===== src/rtl/gb_mbc_pkg.sv =====
// Shared definitions for the MBC bank controller: register region codes,
// the default RAM enable key and the bank-state bundle.
package gb_mbc_pkg;

  localparam logic [1:0] REG_RAMEN = 2'b00;
  localparam logic [1:0] REG_LO    = 2'b01;
  localparam logic [1:0] REG_HI    = 2'b10;
  localparam logic [1:0] REG_MODE  = 2'b11;

  localparam logic [3:0] RAM_EN_KEY_DEF = 4'hA;

  localparam int LO_MAX_W = 8;
  localparam int HI_MAX_W = 4;

  // Fields are sized for the widest legal configuration; narrower
  // builds keep the unused upper bits at zero.
  typedef struct packed {
    logic                ram_en;
    logic [LO_MAX_W-1:0] lo;
    logic [HI_MAX_W-1:0] hi;
    logic                mode;
  } bank_t;

endpackage


===== src/rtl/gb_mbc_wr_capture.sv =====
// CPU write capture: samples A15..A13 and D while wr_n is low and raises
// commit on the clock where the strobe is seen released.
// Ports: ck, nres, a_hi[2:0], d[7:0], wr_n in; cap_a, cap_d, commit out.
module gb_mbc_wr_capture (
  input  logic       ck,
  input  logic       nres,
  input  logic [2:0] a_hi,
  input  logic [7:0] d,
  input  logic       wr_n,
  output logic [2:0] cap_a,
  output logic [7:0] cap_d,
  output logic       commit
);

  logic wr_q;

  always_ff @(posedge ck or negedge nres) begin
    if (!nres) begin
      wr_q  <= 1'b1;
      cap_a <= '0;
      cap_d <= '0;
    end else begin
      wr_q <= wr_n;
      if (!wr_n) begin
        cap_a <= a_hi;
        cap_d <= d;
      end
    end
  end

  // Release edge: low on the previous sample, high now.
  assign commit = ~wr_q & wr_n;

endmodule


===== src/rtl/gb_mbc_bank_ctrl.sv =====
// MBC1-style bank controller: register file written by CPU writes to
// 0x0000-0x7FFF, plus ROM/SRAM high address and chip-select decode.
// Ports: ck, nres, a_hi, d, wr_n, rd_n, cs_n in;
//   rom_a_hi, ram_a_hi, rom_cs_n, ram_cs_n out.
// Build option: GB_MBC_MULTICART_EN selects multicart ROM wiring.
module gb_mbc_bank_ctrl
  import gb_mbc_pkg::*;
#(
  parameter int         ROM_LO_W   = 5,
  parameter int         HI_W       = 2,
  parameter logic [3:0] RAM_EN_KEY = RAM_EN_KEY_DEF
) (
  input  logic                     ck,
  input  logic                     nres,
  input  logic [2:0]               a_hi,
  input  logic [7:0]               d,
  input  logic                     wr_n,
  input  logic                     rd_n,
  input  logic                     cs_n,
  output logic [ROM_LO_W+HI_W-1:0] rom_a_hi,
  output logic [HI_W-1:0]          ram_a_hi,
  output logic                     rom_cs_n,
  output logic                     ram_cs_n
);

  localparam int W  = ROM_LO_W + HI_W;
  localparam int WW = LO_MAX_W + HI_MAX_W;

  logic [2:0] cap_a;
  logic [7:0] cap_d;
  logic       commit;
  bank_t      bank;

  gb_mbc_wr_capture u_cap (
    .ck     (ck),
    .nres   (nres),
    .a_hi   (a_hi),
    .d      (d),
    .wr_n   (wr_n),
    .cap_a  (cap_a),
    .cap_d  (cap_d),
    .commit (commit)
  );

  // Region is A14:A13 of the captured address; A15 writes are ignored.
  always_ff @(posedge ck or negedge nres) begin
    if (!nres) begin
      bank <= '0;
    end else if (commit && !cap_a[2]) begin
      unique case (cap_a[1:0])
        REG_RAMEN: bank.ram_en <= (cap_d[3:0] == RAM_EN_KEY);
        REG_LO:    bank.lo     <= LO_MAX_W'(cap_d[ROM_LO_W-1:0]);
        REG_HI:    bank.hi     <= HI_MAX_W'(cap_d[HI_W-1:0]);
        REG_MODE:  bank.mode   <= cap_d[0];
        default:   ;
      endcase
    end
  end

`ifdef GB_MBC_MULTICART_EN
  localparam int LO_SH = 4;
  logic [LO_MAX_W-1:0] lo_sel;
  assign lo_sel = {4'b0, bank.lo[3:0]};
`else
  localparam int LO_SH = ROM_LO_W;
  logic [LO_MAX_W-1:0] lo_sel;
  assign lo_sel = bank.lo;
`endif

  logic [LO_MAX_W-1:0] lo_eff;
  logic [LO_MAX_W-1:0] lo_out;
  logic [HI_MAX_W-1:0] hi_sel;
  logic [WW-1:0]       wide;
  logic                unused_bits;

  // Bank 0 in the switchable window maps to bank 1.
  assign lo_eff = (lo_sel == '0) ? LO_MAX_W'(1) : lo_sel;
  assign lo_out = a_hi[1] ? lo_eff : '0;
  assign hi_sel = (a_hi[1] | bank.mode) ? bank.hi : '0;
  assign wide   = (WW'(hi_sel) << LO_SH) | WW'(lo_out);

  assign rom_a_hi = wide[W-1:0];
  assign ram_a_hi = bank.mode ? bank.hi[HI_W-1:0] : '0;
  assign rom_cs_n = rd_n | a_hi[2];
  assign ram_cs_n = ~(bank.ram_en & ~cs_n
                      & (a_hi[2:1] == 2'b01));

  assign unused_bits = ^{wide, bank.lo, bank.hi};

endmodule

===== config.mk =====
export PLATFORM = sky130hd
export DESIGN_NAME = gb_mbc_bank_ctrl
export DESIGN_NICKNAME = d
export VERILOG_FILES = /design/src/rtl/gb_mbc_pkg.sv /design/src/rtl/gb_mbc_wr_capture.sv /design/src/rtl/gb_mbc_bank_ctrl.sv
export SDC_FILE = /design/constraint.sdc
export NUM_CORES = 1
export LEC_CHECK = 0
export BUFFER_PORTS_ARGS = -buffer_cell sky130_fd_sc_hd__buf_2
export CORE_MARGIN = 1
export CORE_UTILIZATION = 35
export DETAILED_ROUTE_END_ITERATION = 8
export GPL_ROUTABILITY_DRIVEN = 1
export MAX_ROUTING_LAYER = met4
export PLACE_DENSITY = 0.68
export SYNTH_ARGS = -nofsm -noshare
export SYNTH_HDL_FRONTEND = slang
export SYNTH_SLANG_ARGS = --single-unit

===== constraint.sdc =====
create_clock -name ck -period 2 [get_ports ck]
set_clock_uncertainty 0.15 [all_clocks]
set_input_delay 0.4 -clock ck [delete_from_list [all_inputs] [get_ports ck]]
set_output_delay 0.4 -clock ck [all_outputs]
set_load 0.005 [all_outputs]

; ---- After elaboration in Yosys (flattened, before gate mapping)
; Index checks and enable logic that the tools add are counted.
[totals]
register_bits = 18
inputBits = 16
output_inout_bits = 11
elab_cells = 33
[classes]
eq_ne = 5
mux = 4
bitwise_logic = 9
n_reduce_logical = 8
[ops]
columns = cell, count
row1 = $mux 5, 2
row2 = $logic_not 8->1, 1
row3 = $reduce_and 2->1, 4
row4 = $or 7x5->7, 1
row5 = $eq 2x1->1 const B, 2
row6 = $eq 2x2->1 const B, 2
row7 = $eq 4x4->1 const B, 1
row8 = $mux 2, 2
row9 = $and 1x1->1, 3
row10 = $not 1->1, 3
row11 = $logic_not 2->1, 1
row12 = $or 1x1->1, 2
row13 = $logic_and 1x1->1, 1
row14 = $logic_not 1->1, 1

; ---- Logic depth before layout (Yosys ltp)
; Gate-level depths: netlist of the first run.
[depth]
ltp_word = 4
depth_mapped = 5
ltp_nobuf = 3

; ---- Cells and area by module
; A second synthesis of the first run with hierarchy kept.
[hier_totals]
hier_cells = 60
hier_area_um2 = 962.2
[by_module_without_submodules]
columns = mod, n_inst, cells_each, area_per_inst_um2, seq_area_each_um2
row1 = gb_mbc_bank_ctrl, 1, 35, 485.5, 225.2
row2 = gb_mbc_wr_capture, 1, 25, 476.7, 301.5

; ---- Worst setup path after synthesis of the first run
; Ideal clock, no wire load.
[synth_path]
kind = input to register
start = in wr_n
end = reg bank (netlist bit lo_sel[0])
setup_ns = 0.125
arrival_time_ns = 1.295
t_required_ns = 1.725
setup_slack_ns = 0.430
stages = 5
n_path_buf = 2
path_cell_list = buf_6 > nor3b_4 > and3b_1 > buf_6 > mux2_4
[synth_between]
elab_chain_cells = 3
[synth_rtl]
columns = element, line_no
row1 = "start, declared", gb_mbc_bank_ctrl.sv:17  ; input logic wr_n,
row2 = $and 1x1->1, gb_mbc_wr_capture.sv:32  ; assign commit = ~wr_q & wr_n;
row3 = $logic_and 1x1->1, gb_mbc_bank_ctrl.sv:49  ; end else if (commit && !cap_a[2]) begin
row4 = $reduce_and 2->1 (no line), n/a
row5 = "end, declared", gb_mbc_bank_ctrl.sv:32  ; bank_t bank;
; Every way passes these cells.
; A chain may end at the register's enable or synchronous reset.

; ---- Worst setup path after layout of the first run
[layout_path]
start = reg bank (netlist bit lo_sel[1])
end = out rom_a_hi[0]
[layout_between]
elab_chain_cells = 4
[layout_rtl]
columns = element, line_no
row1 = $logic_not 8->1, gb_mbc_bank_ctrl.sv:77  ; assign lo_eff = (lo_sel == '0) ? LO_MAX_W'(1) : lo_sel;
row2 = $mux 5, gb_mbc_bank_ctrl.sv:77
row3 = $mux 5, gb_mbc_bank_ctrl.sv:78  ; assign lo_out = a_hi[1] ? lo_eff : '0;
row4 = $or 7x5->7, gb_mbc_bank_ctrl.sv:80  ; assign wide = (WW'(hi_sel) << LO_SH) | WW'(lo_out);
row5 = "end, declared", gb_mbc_bank_ctrl.sv:20  ; output logic [ROM_LO_W+HI_W-1:0] rom_a_hi,
; Every way passes these cells.

==> impl_metrics.toml, run 1 <==
[run_status]
status = "completed"

[clock_network]
cts_htree_levels = 1
root_buffer = "clkbuf_4"
clock_latency_ns = 0.30
cts_tree = "yes"
numCtsBuffers = 3
cts_sinks = 18
cts_resized = 0
clock_path_buffers = 2
clk_pin_slew_worst_paths_ns = 0.10

[timing]
worstMarginPinSlew_ns = 0.395
finalCritPeriodShare_pct = 88.6
holdWs_ns = 0.172
fmaxAchievable_ghz = 0.564
hold_violations = 0
fin_crit_ns = 1.77
drv_slew = 0
slew_headroom_pct = 73.7
rsz0062_at_grt = "false"
finalSetupViolCount = 0
tns_ns = 0

[global_routing]
antenna_found_initial = 0
grt_pass1_wl_um = 2280
grt_pass1_vias = 520
grt.total_usage_pct = 12.6
grt_overflow = 0
grt_start_max_net_pins = 19

[routing]
wl_per_cell_um = 12.7
dr.pass1.iters = 4
first_iter_violations = 5
ant_nets = 0
wl_um = 1420
route.vias.total = 538
drc = 0
via_per_inst = 4.85

[logic_synthesis]
synthTopCellsByArea = "dfrtp_1, mux2_2, mux2_4"
ys_types = 18
synth_edf_count = 0
avgSynthCellArea_sq_um = 14.8
synth_ff_type = "dfrtp_1"
yosysSeqAreaShare_pct = 54.4
synth_top_area_cell = "dfrtp_1"
ys_warn_count = 0
syn-cell-area_sq_um = 831
netlist.area_leader.share_pct = 51.2
yosysMostFrequentCell = "dfrtp_1"
synth_commonest_cells = "dfrtp_1, mux2_2, and2_1"
ys_async_sr_fraction_pct = 100
synthCells = 56
ys_ff_latch = 18
synthesis.nets = 72

[die]
die_w_um = 50.7
ioPinCount = 27
dieArea_sq_um = 2570
fp.coreArea_sq_um = 2230
fp-row-count = 17
start_util_pct = 37.2
fp.dieH_um = 50.7

[cells_and_area]
num-fill-cells = 220
final_nets = 100
syn_to_final_growth_pct = 21.8
final_util_pct = 45.3
n_antenna_cell = 0
drive_above_1_share_pct = 56.6
stdcell_area_sq_um = 1010

[critical_path]
startpoint = "lo_sel[1]"
worst-path-buf-inv = 1
reg2reg_from = "u_cap.cap_a[2]"
cp.required_ns = 1.45
path_cells = "nor4_1, o21a_1, buf_2"
slowest_stage = "dfrtp_1"
worstSetupPathType = "reg2out"
cpPeakStageDelay_ns = 0.41
startpoint_type = "register"
crit_family = "flip-flops"
worstPathArrival_ns = 1.22
crit_fanout = 3
crit_path_end_kind = "output pin"

[hold_path]
worstHoldStart = "a_hi[0]"
hold_class = "in2reg"

[place]
place_congestion = 0.704
place_area_sq_um = 966
portBuffers = 23
hpwl_um = 1070

[power_and_ir_drop]
totalPowerFinal_mw = 0.974
pwr_density_cell_nw_per_um2 = 962
ir_drop_mv = 0.518
leakage_nw = 0.473

[job]
maxCapViolCount = 0
[sequential cells by signal, summed over array words and instances, names as in the netlist]
name and cells:
u_cap.wr_q 1, bank 4, lo_sel 5, u_cap.cap_a 3
u_cap.cap_d 5
[layout by cell type, fill, tap and decap left out, types with 3 or more instances in the layout]
cell type and count:
buf_2 23, dfrtp_1 17, mux2_2 11, and2_1 6
mux2_4 5, o21a_1 3, clkbuf_4 3
[routing by layer]
| metal | wire length, um | up-vias | track usage [%] |
|---|---|---|---|
| li1 | - | 259 | - |
| met5 | 0 | - | - |
| met4 | 38 | 0 | 8.33 |
| met2 | 678 | 16 | 20.4 |
| met1 | 633 | 258 | 14.4 |
| met3 | 64 | 5 | 1.82 |
[metrics by stage]
| stage | worst slack [ns] | instances |
|---|---|---|
| final | 0.227 | 111 |
| after detailed placement | 0.320 | 106 |
| after CTS | 0.204 | 111 |
| after floorplan | 0.430 | 56 |
| after global placement | 0.328 | 106 |
| after global routing | 0.103 | 111 |
[worst paths after layout]
| check | cells after the start | slack, ns | endpoint |
|---|---|---|---|
| max | 3 | 0.23 | rom_a_hi[0] |
| min | 2 | 0.17 | u_cap.cap_a[0] |
| max in group asynchronous | 2 | 0.99 | u_cap.wr_q |
| max reg2reg | 3 | 0.38 | lo_sel[4] |
| min in group asynchronous | 2 | 0.39 | u_cap.cap_d[2] |
| min reg2reg | 1 | 0.37 | lo_sel[4] |
[where the power goes]
group | internal (mW) | leakage [nW] | switching (mW) | total (mW)
clock | 0.111 | 0.0210 | 0.116 | 0.227
combinational | 0.160 | 0.237 | 0.0727 | 0.233
sequential | 0.447 | 0.215 | 0.0674 | 0.515
total | 0.718 | 0.473 | 0.256 | 0.974
[final cells by class]
cell class | instances | area [sq um] | share of cell area (%)
repair buffers | 25 | 133 | 13.1
multi-input cells | 36 | 357 | 35.2
clock buffers | 4 | 36.3 | 3.58
flip-flops and latches | 18 | 452 | 44.6
well taps | 28 | 35.0 | 3.46
[kinds of logic after synthesis]
group | after synthesis | share of synthesized area, %
mux | 16 | 23.9
flops | 18 | 54.4
simple gates | 15 | 14.8
compound gates | 5 | 4.22
buf+inv | 2 | 2.71
[what timing repair did]
action | 4_1_cts | 5_1_grt
setup buffers | 0 | 0
endpoints found under the hold margin | 17 | 0
endpoints found under the setup margin | 0 | 0
hold buffers | 1 | 0
(Power assumes the default switching activity.)
==> inputs of run 2 (changes only) <==
ABC_AREA = 1   (was not set)
CELL_PAD_IN_SITES_DETAIL_PLACEMENT = 0   (was not set)
CELL_PAD_IN_SITES_GLOBAL_PLACEMENT = 2   (was not set)
CORE_UTILIZATION = 27   (was 35)
CTS_CLUSTER_DIAMETER = 60   (was not set)
PLACE_DENSITY = 0.84   (was 0.68)
==> run 2 against run 1 <==
Fmax up 9.8%. Non-clock buffer count decreased by 1. First-iteration DRC count grew to 3.8 times the previous value. Utilization fell by 10 points. Wire length up 23%. Design area grew 6.9%. Sequential share of layout area fell by 2.9 points. Flip-flop and latch count unchanged. Critical path type unchanged. Critical endpoint unchanged.
==> impl_metrics.toml, run 2 <==
[run_status]
status = "completed"

[global_routing]
grt_start_max_net_pins = 19
antenna_found_initial = 0
grt.total_usage_pct = 12.2
grt_pass1_wl_um = 3110
grt_overflow = 0
grt_pass1_vias = 688

[timing]
fin_crit_ns = 1.61
fmaxAchievable_ghz = 0.619
tns_ns = 0
finalCritPeriodShare_pct = 80.7
finalWorstSetupSlack_ns = 0.386
worstMarginPinSlew_ns = 0.406
holdWs_ns = 0.149
hold_violations = 0
finalSetupViolCount = 0
slew_headroom_pct = 72.9
rsz0062_at_grt = "false"
drv_slew = 0

[clock_network]
cts_htree_levels = 1
clock_latency_ns = 0.29
cts_setup_buffers = 0
numCtsBuffers = 3
cts_resized = 0
root_buffer = "clkbuf_4"
clock_path_buffers = 2
cts_tree = "yes"
cts_sinks = 18
clk_pin_slew_worst_paths_ns = 0.10

[logic_synthesis]
synthesis.nets = 125
yosysSeqAreaShare_pct = 50.8
ys_warn_count = 0
ys_ff_latch = 18
synth_ff_type = "dfrtp_1"
syn-cell-area_sq_um = 888
synth_top_area_cell = "dfrtp_1"
synth_commonest_cells = "nand2_1, dfrtp_1, inv_1, nand3_1, nor2_1"
synthCells = 109
yosysMostFrequentCell = "nand2_1"
ys_types = 20
avgSynthCellArea_sq_um = 8.15
synthTopCellsByArea = "dfrtp_1, nand2_1, nand3_1"
ys_async_sr_fraction_pct = 100
synth_edf_count = 0
netlist.area_leader.share_pct = 47.9

[place]
place_area_sq_um = 1050
post-place-ws_ns = 0.539
hpwl_um = 1340
dp_cells = 174
portBuffers = 23
place_congestion = 0.781

[power_and_ir_drop]
ir_drop_mv = 0.331
pwr_density_cell_nw_per_um2 = 782
leakage_nw = 0.612
totalPowerFinal_mw = 0.846

[die]
fp.dieH_um = 59.4
die_w_um = 59.4
dieArea_sq_um = 3520
fp.coreArea_sq_um = 3080
ioPinCount = 27
fp-row-count = 20
start_util_pct = 28.9

[routing]
first_iter_violations = 19
route.vias.total = 740
via_per_inst = 4.13
wl_per_cell_um = 9.71
ant_nets = 0
dr.pass1.iters = 4
drc = 0
wl_um = 1740

[critical_path]
reg2reg_from = "u_cap.cap_a[0]"
worstPathArrival_ns = 1.06
rr_worst_depth = 5
regToRegEndpoint = "lo_sel[1]"
r2r_slack_ns = 0.85
worstSetupPathType = "reg2out"
startpoint = "lo_sel[2]"
crit_fanout = 3
crit_path_end_kind = "output pin"
cp.required_ns = 1.45
startpoint_type = "register"

[hold_path]
worstHoldStart = "d[3]"
hold_class = "in2reg"
whs_path_depth = 3
hold-path-endpoint = "u_cap.cap_d[3]"

[cells_and_area]
final_common_cell = "nand2_1"
stdcell_area_sq_um = 1080
final_cells = 179
layout_common_cells = "nand2_1, buf_2, dfrtp_1"
final_nets = 152
n_antenna_cell = 0
drive_above_1_share_pct = 27.4
syn_to_final_growth_pct = 21.8
final_util_pct = 35.2

[job]
maxCapViolCount = 0
==> run 2: kinds of logic after synthesis <==
group	share of synthesized area, %
flops	50.8
buf+inv	7.61
compound gates	4.51
simple gates	37.0
==> run 2: power by group <==
part	switching (mW)	total, mW	internal [mW]	leakage [nW]
clock	0.107	0.185	0.0775	0.0150
sequential	0.0544	0.480	0.426	0.224
combinational	0.0977	0.181	0.0832	0.373
total	0.259	0.846	0.587	0.612
==> run 2: worst max path at each step <==
stage                     cells past startpoint     endpoint  slack [ns]
after global routing                          4  rom_a_hi[0]        0.29
after global placement                        3     rom_cs_n        0.56
after floorplan                               2  rom_a_hi[5]        0.72
after CTS                                     4  rom_a_hi[0]        0.37
after detailed placement                      3     rom_cs_n        0.54
final                                         4  rom_a_hi[0]        0.39
==> run 2: timing repair <==
| item | 4_1_cts | 5_1_grt |
|---|---|---|
| hold buffers | 1 | 0 |
| endpoints found under the hold margin | 17 | 0 |
| setup endpoints to repair | 0 | 0 |
==> run 2: per-layer routing <==
layer	GRT usage (%)	part of all wire (%)	wire, um	vias to the layer above
met3	1.97	5.4	93	4
met1	17.1	48	835	327
met4	6.12	1.7	29	0
met2	16.9	45	780	22
li1	-	-	-	387
met5	-	0	0	-
==> run 2: worst max-delay path, cell delays in order (launching register included) <==
cell and delay, ns:
dfrtp_1 0.41, nor2_1 0.11, a21oi_1 0.07, nor2_1 0.07
buf_2 0.11
==> run 2: cell type report <==
| cell class | instances | area, sq um |
|---|---|---|
| fill | 344 | 2000 |
| timing repair buffer | 24 | 125 |
| sequential | 18 | 452 |
| inverter | 14 | 55.1 |
| tap | 44 | 55.1 |
| multi-input combinational | 75 | 369 |
| clock buffer | 4 | 26.3 |
